File: config.mk
export PLATFORM = sky130hd
export DESIGN_NAME = n64_poll_scheduler
export DESIGN_NICKNAME = d
export VERILOG_FILES = /design/src/rtl/n64_poll_scheduler.sv
export SDC_FILE = /design/constraint.sdc
export NUM_CORES = 1
export LEC_CHECK = 0
export ABC_AREA = 1
export CAP_MARGIN = 20
export CORE_MARGIN = 8
export CORE_UTILIZATION = 38
export DETAILED_ROUTE_END_ITERATION = 8
export PLACE_DENSITY_LB_ADDON = 0.3
export SLEW_MARGIN = 20
export SYNTH_ARGS = -nofsm -noshare
export SYNTH_HDL_FRONTEND = slang
export SYNTH_SLANG_ARGS = --single-unit
File: constraint.sdc
create_clock -name PCLK -period 2.51 [get_ports PCLK]
set_input_delay 0.502 -clock PCLK [delete_from_list [all_inputs] [get_ports PCLK]]
set_output_delay 0.502 -clock PCLK [all_outputs]
set_load 0.05 [all_outputs]
File: src/rtl/n64_poll_scheduler.sv
// APB-programmable poll scheduler: periodic tick, round-robin port selection and
// timeout-bounded transactions on one shared N64 transceiver, with per-port result capture.
module n64_poll_scheduler #(
  parameter int NUM_PORTS      = 2,
  parameter int DEFAULT_PERIOD = 100000,
  parameter int TIMEOUT_CYCLES = 4000
) (
  input  logic        PCLK,
  input  logic        PRESERN,
  input  logic        PSEL,
  input  logic        PENABLE,
  input  logic        PWRITE,
  input  logic [31:0] PADDR,
  input  logic [31:0] PWDATA,
  output logic [31:0] PRDATA,
  output logic        PREADY,
  output logic        PSLVERR,
  output logic        eng_start,
  input  logic        eng_done,
  input  logic [31:0] eng_data,
  output logic [1:0]  port_sel,
  output logic        irq
);
  localparam int TW = $clog2(TIMEOUT_CYCLES) + 1;

  typedef enum logic [2:0] {S_IDLE, S_SELECT, S_START, S_WAIT, S_NEXT} state_t;

  state_t                state_q, state_d;
  logic                  enable_q, irq_en_q, overrun_q, irq_q;
  logic [NUM_PORTS-1:0]  mask_q, valid_q, timeout_q, round_mask_q, round_mask_d;
  logic [19:0]           period_q, cnt_q;
  logic [31:0]           data_q [NUM_PORTS];
  logic [1:0]            port_sel_q, port_sel_d, last_q, last_d;
  logic [TW-1:0]         tocnt_q, tocnt_d;
  logic                  done_hit, to_hit, run, tick, found;
  int                    idx;

  logic [7:0] addr;
  logic [1:0] data_idx;
  logic       access, wr_en, rd_en, hit_ctrl, hit_period, hit_status, hit_data;
  logic       unused_bits;

  assign addr        = PADDR[7:0];
  assign data_idx    = addr[3:2];
  assign access      = PSEL & PENABLE;
  assign wr_en       = access & PWRITE;
  assign rd_en       = access & ~PWRITE;
  assign hit_ctrl    = (addr == 8'h00);
  assign hit_period  = (addr == 8'h04);
  assign hit_status  = (addr == 8'h08);
  assign hit_data    = (addr[7:4] == 4'h1) && (addr[1:0] == 2'b00) && (int'(data_idx) < NUM_PORTS);
  assign PREADY      = 1'b1;
  assign PSLVERR     = access & ~(hit_ctrl | hit_period | hit_status | hit_data);
  assign port_sel    = port_sel_q;
  assign irq         = irq_q;
  assign unused_bits = ^{PADDR[31:8], PWDATA[31:20]};

  always_comb begin
    PRDATA = '0;
    if (access) begin
      if (hit_ctrl) begin
        PRDATA[0]             = enable_q;
        PRDATA[1]             = irq_en_q;
        PRDATA[8 +: NUM_PORTS] = mask_q;
      end else if (hit_period) begin
        PRDATA[19:0] = period_q;
      end else if (hit_status) begin
        PRDATA[0 +: NUM_PORTS] = valid_q;
        PRDATA[8 +: NUM_PORTS] = timeout_q;
        PRDATA[16]             = overrun_q;
        PRDATA[17]             = (state_q != S_IDLE);
      end else if (hit_data) begin
        for (int i = 0; i < NUM_PORTS; i++)
          if (data_idx == 2'(i)) PRDATA = data_q[i];
      end
    end
  end

  always_ff @(posedge PCLK or negedge PRESERN) begin
    if (!PRESERN) begin
      enable_q <= 1'b0;
      irq_en_q <= 1'b0;
      mask_q   <= '0;
      period_q <= 20'(DEFAULT_PERIOD);
    end else if (wr_en) begin
      if (hit_ctrl) begin
        enable_q <= PWDATA[0];
        irq_en_q <= PWDATA[1];
        mask_q   <= PWDATA[8 +: NUM_PORTS];
      end
      if (hit_period) period_q <= PWDATA[19:0];
    end
  end

  assign run  = enable_q && (period_q != 20'd0);
  assign tick = run && (cnt_q == period_q - 20'd1);

  always_ff @(posedge PCLK or negedge PRESERN) begin
    if (!PRESERN)                      cnt_q <= '0;
    else if (wr_en && hit_period)      cnt_q <= '0;
    else if (!run || tick)             cnt_q <= '0;
    else                               cnt_q <= cnt_q + 20'd1;
  end

  always_ff @(posedge PCLK or negedge PRESERN) begin
    if (!PRESERN) begin
      state_q      <= S_IDLE;
      round_mask_q <= '0;
      port_sel_q   <= '0;
      last_q       <= 2'(NUM_PORTS - 1);
      tocnt_q      <= '0;
    end else begin
      state_q      <= state_d;
      round_mask_q <= round_mask_d;
      port_sel_q   <= port_sel_d;
      last_q       <= last_d;
      tocnt_q      <= tocnt_d;
    end
  end

  always_comb begin
    state_d      = state_q;
    round_mask_d = round_mask_q;
    port_sel_d   = port_sel_q;
    last_d       = last_q;
    tocnt_d      = tocnt_q;
    done_hit     = 1'b0;
    to_hit       = 1'b0;
    eng_start    = 1'b0;
    found        = 1'b0;
    idx          = 0;
    case (state_q)
      S_IDLE: begin
        if (tick && (mask_q != '0)) begin
          round_mask_d = mask_q;
          state_d      = S_SELECT;
        end
      end
      S_SELECT: begin
        // Search starts just after the last-served port so every masked port gets a turn.
        for (int k = 1; k <= NUM_PORTS; k++) begin
          idx = (int'(last_q) + k) % NUM_PORTS;
          if (!found && round_mask_q[idx]) begin
            found             = 1'b1;
            port_sel_d        = 2'(idx);
            last_d            = 2'(idx);
            round_mask_d[idx] = 1'b0;
          end
        end
        state_d = S_START;
      end
      S_START: begin
        eng_start = 1'b1;
        tocnt_d   = '0;
        state_d   = S_WAIT;
      end
      S_WAIT: begin
        tocnt_d = tocnt_q + 1'b1;
        if (eng_done) begin
          done_hit = 1'b1;
          state_d  = S_NEXT;
        end else if (tocnt_q == TW'(TIMEOUT_CYCLES - 1)) begin
          to_hit  = 1'b1;
          state_d = S_NEXT;
        end
      end
      S_NEXT: begin
        state_d = ((round_mask_q != '0) && enable_q) ? S_SELECT : S_IDLE;
      end
      default: state_d = S_IDLE;
    endcase
  end

  // Hardware capture/set takes priority over a same-cycle read-clear or w1c.
  always_ff @(posedge PCLK or negedge PRESERN) begin
    if (!PRESERN) begin
      valid_q   <= '0;
      timeout_q <= '0;
      overrun_q <= 1'b0;
      irq_q     <= 1'b0;
      for (int i = 0; i < NUM_PORTS; i++) data_q[i] <= '0;
    end else begin
      for (int i = 0; i < NUM_PORTS; i++) begin
        if (done_hit && (port_sel_q == 2'(i))) begin
          data_q[i]    <= eng_data;
          valid_q[i]   <= 1'b1;
          timeout_q[i] <= 1'b0;
        end else begin
          if (rd_en && hit_data && (data_idx == 2'(i))) valid_q[i] <= 1'b0;
          if (to_hit && (port_sel_q == 2'(i)))          timeout_q[i] <= 1'b1;
          else if (wr_en && hit_status && PWDATA[8+i])  timeout_q[i] <= 1'b0;
        end
      end
      if (tick && (state_q != S_IDLE))             overrun_q <= 1'b1;
      else if (wr_en && hit_status && PWDATA[16])  overrun_q <= 1'b0;
      irq_q <= irq_en_q & ((|valid_q) | (|timeout_q) | overrun_q);
    end
  end
endmodule

==> results.md <==
Run status:
- The flow ran to the end, and the final reports show no timing, DRC or antenna violations.

Global route:
- Global routing finished with a remaining overflow of 0.
- The maximum number of pins on one net before global-route repair is 66.
- The via count of the first global-routing pass is ~6800.
- The first-pass GRT wire length is 34.52 mm.
- Across every metal layer, demand over resource in global routing totals ~18%.
- The initial antenna violation count is 1.

Flow run:
- Max-cap violations in this run came to 0.

Finish:
- The post-route netlist has 20.62% of its cells at a drive strength greater than 1.
- 0 antenna diodes ended up in the layout.
- The final-stage net count is between 1000 and 1500.
- Once layout is complete, the cells apart from fillers number about 1300.
- The area of all placed cells without fillers is just over 10000 µm².
- Compared with the post-synthesis result, the final layout area differs by 40.69%.

Pwr:
- The internal power is between 4 and 5 mW.
- Summed over all nets, the switching power comes to 1.920 mW.
- The ratio of total power to cell area is between 600 and 700 nW/µm².
- The worst supply voltage drop on vdd is about 0.00043 V.
- Per report_power, the clock group accounts for about two fifths of the total.
- The share of total power in sequential cells is roughly 42%.
- The total power draw is 6.453 mW.
- Summed over all cells, the static leakage comes to between 4 and 5 nW.
- The switching share of power is 29.76%.
- The part of the power in combinational logic is between 10% and 20%.

Placement:
- In this run, placement finished with an instance count of ~1300.
- The count of buffers added on input and output ports is ~100.
- The post-detailed-placement half-perimeter wirelength is about 15 mm.
- The placed cell area is 9216 µm².
- The worst slack after detailed placement is -0.5529 ns.
- The global placement routability congestion is approximately 0.9.

Drt:
- The number of remaining DRC errors is 0.
- The final wirelength is between 20 and 25 mm.
- In the final routed layout, each cell accounts on average for between 15 and 20 µm.
- The remaining number of nets flagged by the antenna check after routing is 0.
- For this run, the detailed router's first-pass iteration total came to 5.
- The violation count after the first detailed-routing iteration is 308.
- The via-per-instance ratio is approximately 5.1.
- The routed via count is 6696.

Timing:
- The number of max-slew violations in the final report came to 0.
- The worst clock skew is about 0.0088 ns.
- The count of endpoints failing hold in the final timing report came to 0.
- At the pin with the least slew margin, the transition time is ~0.62 ns.
- The final critical-path required period is 2.467 ns.
- Of the available clock period, the critical path in the final layout requires between 90% and 100%.
- After layout, the worst setup slack is 0.04277 ns.
- In the final timing run, aggregate negative setup slack is 0 ns.
- The number of setup violations in the final report is 0.
- The headroom to the max-slew limit is between 50 and 60%.
- The upper clock frequency limit is just over 400 MHz.

Synth:
- The Yosys step of the flow raised 0 warnings.
- The adder-cell share of the synthesized area is less than 1%.
- The largest total area in the synthesized netlist belongs to sky130_fd_sc_hd__dfrtp_1.
- Counting flops with an async set or reset pin after synthesis yields a share of 100.0%.
- After Yosys synthesis, XOR and XNOR cells account for 3.527% of the synthesized area.
- The netlist uses 44 different library cells.
- The mapped netlist covers ~7000 µm².
- The synthesized netlist devotes ~14% of its cell area to compound gates.
- The synthesized netlist devotes 24.50% of its cell area to simple gates.
- Synthesis produced ~930 cells.
- Among all flip-flop cells after synthesis, the most frequent one is sky130_fd_sc_hd__dfrtp_1.
- After synthesis, the cell types taking the most area are sky130_fd_sc_hd__dfrtp_1, sky130_fd_sc_hd__nand2_1, sky130_fd_sc_hd__o21ai_0.
- The number of nets handed over by synthesis was a little over 1000.
- The most frequent cell after synthesis is sky130_fd_sc_hd__nand2_1.
- By area, the combinational part of the netlist is dominated by simple AND/OR/NAND/NOR gates.
- Measured against the total synthesized area, the mux share comes to under 10%.
- The number of enable-type register cells in the synthesized netlist is 0.
- The mean instance size in the synthesized netlist is around 7.8 µm².
- The post-synthesis register bit count is between 100 and 150.
- After synthesis, the most frequently instantiated cells are sky130_fd_sc_hd__nand2_1, sky130_fd_sc_hd__dfrtp_1, sky130_fd_sc_hd__o21ai_0.
- Summed over its instances, the top area cell type makes up 44.13% of the synthesized netlist area.
- Summing the sequential cell areas from Yosys gives a little under half of the chip area.

Die:
- The floorplan die area is roughly 24000 µm².
- The number of rows created at floorplan is 50.
- The vertical die dimension is 153.7 µm.
- In this run the standard cell core region covers between 15000 and 20000 µm².
- Pin placement for this block handled 140 I/O pins.
- Once the floorplan was initialized, standard cells occupied between 30% and 40% of the core.
- The die is 153.7 µm wide.

Clock network:
- The number of clock buffers added by TritonCTS is 17.
- In this run, post-CTS hold repair placed 0 buffers.
- For the worst-skew pair, the clock arrives at the later sink with an insertion delay of 0.43 ns.
- CTS placed an instance of sky130_fd_sc_hd__clkbuf_16 at the clock tree root.
- After clock tree synthesis, the clock-pin slew on the worst setup and hold paths is around 0.06 ns.
- The maximum clock insertion buffer count is 2.
- The clock net in this run drives a total of 134 sinks.
- The H-tree depth is 4.
- TritonCTS built the clock tree.

Worst setup path:
- On the worst path, the slowest cell contributes a delay of just over 0.3 ns.
- For the worst setup path, the data required time is approximately 2.0 ns.
- The kind of start point of the critical path is an input pin.
- The endpoint kind of the worst setup timing path is an output pin.
- The critical path goes through clkdlybuf4s15_2, inv_1, nand2_1, nor3_4, buf_6, buf_6, buf_4, a221oi_4, nor2_1, buf_4.
- For this design, the slowest cell found on the critical path is sky130_fd_sc_hd__a221oi_4.
- The start-to-end type of the worst setup path is input pin to output pin.
- The top fanout value on the critical path is 4.
- At the worst endpoint, the arrival time is a little under 2 ns.

Worst hold path:
- The worst hold-check path type is input pin to asynchronous set/reset pin.
-- placed cells by master, fill, tap and decap left out, drive strengths merged, types with 3 or more instances in the layout --
master           n
a21oi           40
a22o            20
a31oi            4
buf            102
clkbuf          22
clkdlybuf4s50   58
clkinv           3
clkinvlp         5
dfrtp          127
dfstp            7
ha               3
inv            115
mux2            13
nand2          222
nand3           41
nand3b           5
nand4           10
nor2           106
nor3            19
nor3b            4
nor4             4
o21ai          111
o22ai            6
xnor2           18
xor2            11
-- registers in the layout (all words and copies together) (netlist names), 2 cells and up --
| signal | flops |
|---|---|
| data_q | 64 |
| cnt_q | 20 |
| period_q | 20 |
| tocnt_q | 13 |
| state_q | 3 |
| mask_q | 2 |
| round_mask_q | 2 |
| timeout_q | 2 |
| valid_q | 2 |
-- path summary, 6_finish.rpt --
| check | slack [ns] | to | depth (start not counted) | startpoint |
|---|---|---|---|---|
| max in group asynchronous | 1.69 | period_q[15]$_DFFE_PN1P_ | 2 | PRESERN |
| setup / recovery | 0.04 | PRDATA[16] | 10 | PADDR[3] |
| min in group PCLK | 0.48 | tocnt_q[11]$_DFFE_PN0P_ | 1 | tocnt_q[11]$_DFFE_PN0P_ |
| hold reg to reg | 0.48 | tocnt_q[11]$_DFFE_PN0P_ | 1 | tocnt_q[11]$_DFFE_PN0P_ |
| hold / removal | 0.08 | period_q[11]$_DFFE_PN0P_ | 1 | PRESERN |
| setup reg to reg | 0.27 | cnt_q[5]$_DFF_PN0_ | 14 | period_q[2]$_DFFE_PN0P_ |
-- power by group through the flow --
| stage | Clock (mW) | Combinational, mW | Sequential (mW) |
|---|---|---|---|
| after floorplan | 0 | 0.744 | 2.72 |
| after global placement | 0 | 1.16 | 2.74 |
| after detailed placement | 0 | 1.19 | 2.75 |
| after CTS | 2.55 | 1.22 | 2.72 |
| after global routing | 2.64 | 1.40 | 2.77 |
| final | 2.51 | 1.22 | 2.72 |
-- what timing repair did --
action,in CTS,in global routing
cloned,0,0
pin swaps,29,16
buffers inserted,10,0
endpoints found under the hold margin,0,0
setup endpoints to repair,33,30
gates resized for setup,69,28
-- per-layer routing --
metal  routed length [µm]  track usage [%]
met3                 1528            6.642
met1                 9184            22.41
met2                 9910            29.34
met4                  455            6.253
met5                   13                0
-- through the flow --
stage	util [%]	hold WS, ns
3_5_place_dp	49.44	0.4722
2_1_floorplan	-	0.2064
5_1_grt	54.35	0.1267
6_report	54.35	0.08169
4_1_cts	53.86	0.09732
3_3_place_gp	49.44	0.4603
-- cell type report --
type / instances / area [µm²]
flip-flops and latches: 134 / 3362
inverters: 114 / 431.7
clock inverters: 11 / 122.6
multi-input cells: 648 / 3612
repair buffers: 163 / 1841
fillers: 1699 / 8511
well taps: 234 / 292.8
clock buffers: 21 / 470.5
-- worst max-delay path: cells and delay by family --
family          cells  cell delay (ns)
simple gates        3             0.24
buf+inv             6             0.90
compound gates      1             0.31
-- cell families (layout without fill, tap and decap cells) --
family | after synthesis | count (layout)
XOR/XNOR | 29 | 29
multiplexers | 14 | 14
AO/OA/AOI/OAI | 187 | 187
AND/OR/NAND/NOR | 413 | 413
adder cells (fa/ha/maj) | 3 | 3
buffers and inverters | 146 | 309
other | 2 | 2
flip-flops | 134 | 134
Note: power is estimated with default switching activity, not from simulation.
